$ cat src/rtl/bcd_seg_scan_pkg.sv
// Shared constants for the BCD 7-segment scanner: active-low segment patterns
// ({g,f,e,d,c,b,a}) and the number of display positions.
package bcd_seg_scan_pkg;

  localparam int N_POS = 6;

  localparam logic [6:0] SEG_0     = 7'h40;
  localparam logic [6:0] SEG_1     = 7'h79;
  localparam logic [6:0] SEG_2     = 7'h24;
  localparam logic [6:0] SEG_3     = 7'h30;
  localparam logic [6:0] SEG_4     = 7'h19;
  localparam logic [6:0] SEG_5     = 7'h12;
  localparam logic [6:0] SEG_6     = 7'h02;
  localparam logic [6:0] SEG_7     = 7'h78;
  localparam logic [6:0] SEG_8     = 7'h00;
  localparam logic [6:0] SEG_9     = 7'h10;
  localparam logic [6:0] SEG_DASH  = 7'h3F;
  localparam logic [6:0] SEG_BLANK = 7'h7F;

endpackage

$ cat src/rtl/seg7_decode.sv
// Combinational BCD-to-7-segment decoder (active-low). Codes 10..15 show a dash;
// blank overrides everything.
module seg7_decode
  import bcd_seg_scan_pkg::*;
(
  input  logic [3:0] code,
  input  logic       blank,
  output logic [6:0] seg
);

  always_comb begin
    // NOTE: seg gets a default before any branch so no path leaves it unassigned (no latch).
    seg = SEG_DASH;
    if (blank) begin
      seg = SEG_BLANK;
    end else begin
      case (code)
        4'd0:    seg = SEG_0;
        4'd1:    seg = SEG_1;
        4'd2:    seg = SEG_2;
        4'd3:    seg = SEG_3;
        4'd4:    seg = SEG_4;
        4'd5:    seg = SEG_5;
        4'd6:    seg = SEG_6;
        4'd7:    seg = SEG_7;
        4'd8:    seg = SEG_8;
        4'd9:    seg = SEG_9;
        default: seg = SEG_DASH;
      endcase
    end
  end

endmodule

$ cat src/rtl/bcd_seg_scan.sv
// Six-position multiplexed common-anode display driver with frame snapshots,
// leading-zero blanking and registered anode/segment outputs.
module bcd_seg_scan
  import bcd_seg_scan_pkg::*;
#(
  parameter int CLK_DIV = 100000
) (
  input  logic       clk,
  input  logic       clr,
  input  logic       x0,
  input  logic [3:0] x1,
  input  logic [3:0] x2,
  input  logic [3:0] x3,
  input  logic [3:0] x4,
  input  logic [3:0] x5,
  input  logic       blank_en,
  output logic [5:0] an,
  output logic [6:0] seg,
  output logic       dp
);

  localparam int              PW        = $clog2(CLK_DIV);
  localparam logic [PW-1:0]   PRESC_MAX = PW'(CLK_DIV - 1);
  localparam logic [2:0]      IDX_LAST  = 3'(N_POS - 1);

  logic [PW-1:0]         presc;
  logic [2:0]            idx;
  logic                  tick;
  logic                  load;
  logic                  load_pend;
  logic                  sh_x0;
  logic [4:0][3:0]       sh_dig;     // [0] = units (x5) ... [4] = x1
  logic [N_POS-1:0][3:0] pos_dig;
  logic [N_POS-1:0]      lz;
  logic                  blank;
  logic [6:0]            dec_seg;

  assign tick    = (presc == PRESC_MAX);
  assign load    = load_pend || (tick && (idx == IDX_LAST));
  assign pos_dig = {{3'b000, sh_x0}, sh_dig};
  assign dp      = 1'b1;

  // NOTE: async active-high reset in the sensitivity list; all state uses <= so
  // every register samples pre-edge values regardless of statement order.
  always_ff @(posedge clk or posedge clr) begin
    if (clr) begin
      presc     <= '0;
      idx       <= '0;
      load_pend <= 1'b1;
    end else begin
      presc     <= tick ? '0 : presc + 1'b1;
      load_pend <= 1'b0;
      if (tick) idx <= (idx == IDX_LAST) ? 3'd0 : idx + 3'd1;
    end
  end

  // Shadow is reset too so the first frame after reset never shows stale data.
  always_ff @(posedge clk or posedge clr) begin
    if (clr) begin
      sh_x0  <= 1'b0;
      sh_dig <= '0;
    end else if (load) begin
      sh_x0  <= x0;
      sh_dig <= {x1, x2, x3, x4, x5};
    end
  end

  // lz[k]: position k and everything above it are zero; units is never blanked.
  always_comb begin
    lz          = '0;
    lz[N_POS-1] = (pos_dig[N_POS-1] == 4'd0);
    for (int k = N_POS - 2; k >= 1; k--) begin
      lz[k] = lz[k+1] && (pos_dig[k] == 4'd0);
    end
  end

  assign blank = blank_en && lz[idx];

  seg7_decode u_dec (
    .code  (pos_dig[idx]),
    .blank (blank),
    .seg   (dec_seg)
  );

  // Outputs stay dark on the snapshot edge that follows reset.
  always_ff @(posedge clk or posedge clr) begin
    if (clr) begin
      an  <= 6'h3F;
      seg <= SEG_BLANK;
    end else if (!load_pend) begin
      an  <= ~(6'b000001 << idx);
      seg <= dec_seg;
    end
  end

endmodule

$ cat config.mk
export PLATFORM = sky130hd
export DESIGN_NAME = bcd_seg_scan
export DESIGN_NICKNAME = d
export VERILOG_FILES = /design/src/rtl/bcd_seg_scan_pkg.sv /design/src/rtl/seg7_decode.sv /design/src/rtl/bcd_seg_scan.sv
export SDC_FILE = /design/constraint.sdc
export NUM_CORES = 1
export LEC_CHECK = 0
export CAP_MARGIN = 30
export CORE_UTILIZATION = 57
export CTS_BUF_LIST = sky130_fd_sc_hd__clkbuf_4
export CTS_CLUSTER_DIAMETER = 120
export CTS_CLUSTER_SIZE = 16
export DETAILED_ROUTE_END_ITERATION = 10
export PLACE_DENSITY = 0.82
export REMOVE_ABC_BUFFERS = 1
export SLEW_MARGIN = 10
export SYNTH_ARGS = -nofsm -noshare
export SYNTH_HDL_FRONTEND = slang
export SYNTH_HIERARCHICAL = 1
export SYNTH_SLANG_ARGS = --single-unit
$ cat constraint.sdc
create_clock -name clk -period 3.1 [get_ports clk]
set_clock_uncertainty 0.2 [all_clocks]
set_input_delay 0.62 -clock clk [delete_from_list [all_inputs] [get_ports clk]]
set_output_delay 0.62 -clock clk [all_outputs]
set_load 0.05 [all_outputs]
==> results.md <==
* DIE AREA at 5280 um^2
* CTS clk-pin slew, worst paths at 150 ps
* IO Pins at 38
* Tmin final at 2581 ps
* Maximum VDD drop at approximately 0.19 mV
* Max stage delay cell, worst path: dfrtp_1
* Met3 usage at 0.03729
* H-tree depth at 2
* Synth top area share at 0.3604
* CP Launch Type: flop
* Final period util at 0.8324
* Final setup fails at 0
* Initial antenna violation count at 0
* IO buf count at 36
* Top FF cell, synth: dfrtp_1
* Post-synth top area cell: dfrtp_1
* Die width at slightly above 70 um
* Asr flop ratio synth at 1.000
* NetSw at ~0.4 mW
* Pre-antenna DRT Iters at 4
* Vias post-DR at between 1500 and 2000
* RSZ-0062 raised after global routing: false
* Fmax at 0.3875 GHz
* Core area at 4755 um^2
* Min-Delay Path Class: flop to flop
* Clock tree sinks at 55
* First-pass GRT wire length at approximately 8.7 mm
* Share of layout cells above drive strength 1 at 0.2464
* Setup bufs post-CTS at 0
* Sequential area share after synthesis at 0.4897
* WP data required at 3200 ps
* Reg2reg end: seg[3]
* Area Growth Syn to Fin at 16.48%
* Total gr overflow at 0
* Synth Register Bits at 55
* Crit path from: idx[0]
* Critical Path Max Stage Delay at around 460 ps
* Post-DP HPWL at 3.746 mm
* RR Startpoint: idx[0]
* Ys Warns at 6
* Met1 usage at 0.3095
* Avg WL per Cell at between 10 and 15 um
* Post-route DRC at 0
* Rows at 25
* Vias in the first global route at around 1800
* Syn avg cell area at between 10 and 15 um^2
* Grt peak-use layer: met2
* CTS tree: done
* Clock Latency Late Sink at between 300 and 400 ps
* Worst slew margin at 0.6027
* CTS root buffer: clkbuf_4
* ANT nets after route at 0
* Layout Cells excl Fill at 347
* Overall Global Routing Usage at 0.2164
* EDFF count, synth at 0
* Sequential share of power at 0.572
* PD cells at 432.7 nW/um^2
* Mapped Area at around 2800 um^2
* Post-CTS Hold Fix Bufs at 0
* Vias per cell at approximately 5.5
* Top-count cell post-synth: dfrtp_1
* Post-CTS resize count at 0
* Fill cells at 362
* Power Internal at around 1 mW
* Worst Setup End Kind: flop
* Final Hold Vio Count at 0
* Least-Margin Pin Slew at 590.5 ps
* Most frequent CP cell: mux2_2
* Switching fraction of total power at 0.2850
* Bufs on Longest Clock Path at 2
* Largest net degree at the start of global routing at 25
* Cells after Synth at 243
* Clk network pwr share at 0.217
* Cell count after placement at 339
* Worst-path maximum fanout at 12
* First-iteration detailed-routing DRC count at 132
* Final GP Congestion at 0.9231
* Num CTS Buffers at 5
* Ranking of synthesized cells by area: dfrtp_1 (36%), dfstp_2 (13%), mux2_4 (11%)
* LEAKAGE at 1.494 nW
* Initial Util at 0.5987
* Cells along the critical path: buf_4 > mux2_2 > a22o_1 > ha_1 > or2_0 > a211oi_2 > nor2_1 > mux2_2
* Gate power share at 0.211
* Setup_tns at 0 ps
* GRT met2 Usage at 0.3437
* Worst Path Arrival at 2680 ps
* Crit path to: seg[3]
* CP Class: flop to flop
* Die height at 72.67 um
* Fin. max-slew vios at 0
* N_diodes at 0
* Final core occ at 0.6974
* WL final at 5.057 mm
* Worst R2R Path Depth at 8
* Final hold slack at 272.2 ps
* Status: complete, no violations
* Post-synth cell types at 44
* Reg2reg setup slack at 520 ps
* Commonest cells post-synth: dfrtp_1 (41), nor2_1 (21), mux2_4 (20), nand2_1 (15)
* Final #Nets at 310
* MaxCap Viol Count at 0
## state kept, by name, indices dropped and copies added, names as in the netlist
name / count
pos_dig: 20
presc: 17
seg: 7
an: 6
idx: 3
load_pend: 1
sh_x0: 1
## cells in the final DEF (no fill, tap or decap), types with 2 or more instances in the layout
cell             instances
dfrtp_1                 41
clkdlybuf4s50_1         36
nor2_1                  21
mux2_4                  20
nand2_1                 15
dfstp_2                 14
inv_1                   13
mux2_2                  13
nand3_1                  9
a21oi_1                  8
xnor2_1                  7
xor2_1                   7
ha_1                     7
nand4_1                  6
nor4_1                   6
o21ai_0                  6
clkbuf_4                 6
nor3_1                   5
buf_4                    5
mux4_2                   4
nand2b_1                 3
or4b_1                   2
nor2b_1                  2
conb_1                   2
o21bai_1                 2
## routing by layer
metal,vias up,part of all wire
li1,915,-
met1,935,0.47
met2,41,0.49
met3,4,0.032
met4,0,0.011
met5,-,0
## power groups by stage
stage	Combinational (mW)	Clock (mW)	Sequential, mW
final	0.303	0.311	0.820
after global routing	0.329	0.345	0.825
after CTS	0.306	0.323	0.821
after detailed placement	0.305	0	0.833
after global placement	0.300	0	0.832
after floorplan	0.140	0	0.896
## metrics by stage
| stage | power (mW) | instance area [um^2] | setup WS, ps |
|---|---|---|---|
| after floorplan | 1.036 | 2776 | 416.1 |
| after CTS | 1.450 | 3316 | 519.1 |
| final | 1.435 | 3316 | 519.4 |
| after global routing | 1.498 | 3316 | 336.9 |
| after global placement | 1.132 | 3258 | 619.9 |
| after detailed placement | 1.139 | 3258 | 557.7 |
## critical path, delay by kind of cell (launching register included)
kind,cells,cell delay (ps)
fa+ha+maj,1,200
simple gates,2,300
buf+inv,1,230
mux,2,610
compound gates,2,500
flops,1,460
## cell type report
type	count	area (um^2)	share of cell area
flip-flops and latches	55	1394	0.4204
multi-input cells	162	1330	0.4011
repair buffers	41	397.9	0.1200
well taps	67	83.83	0.02528
inverters	14	52.55	0.01585
clock buffers	6	45.04	0.01358
clock inverters	2	12.51	0.003774
## cells by family (layout without fill, tap and decap cells)
| family | count (synthesis) | in the layout | share of synthesized area |
|---|---|---|---|
| AO/OA/AOI/OAI | 25 | 25 | 0.05847 |
| XOR/XNOR | 14 | 14 | 0.04308 |
| adder cells (fa/ha/maj) | 7 | 7 | 0.03077 |
| buffers and inverters | 26 | 63 | 0.04307 |
| flip-flops | 55 | 55 | 0.4897 |
| multiplexers | 38 | 38 | 0.1921 |
| other | 2 | 2 | 0.002638 |
| AND/OR/NAND/NOR | 76 | 76 | 0.1402 |
## worst min-delay path by stage
stage	startpoint	cells after the start	slack, ps	to
after global routing	an[5]	2	280	an[5]
final	an[5]	2	270	an[5]
after global placement	an[5]	2	250	an[5]
after CTS	an[5]	2	270	an[5]
after detailed placement	an[5]	2	250	an[5]
after floorplan	presc[0]	1	260	presc[0]
No activity file was read; power rests on OpenSTA's default activity.
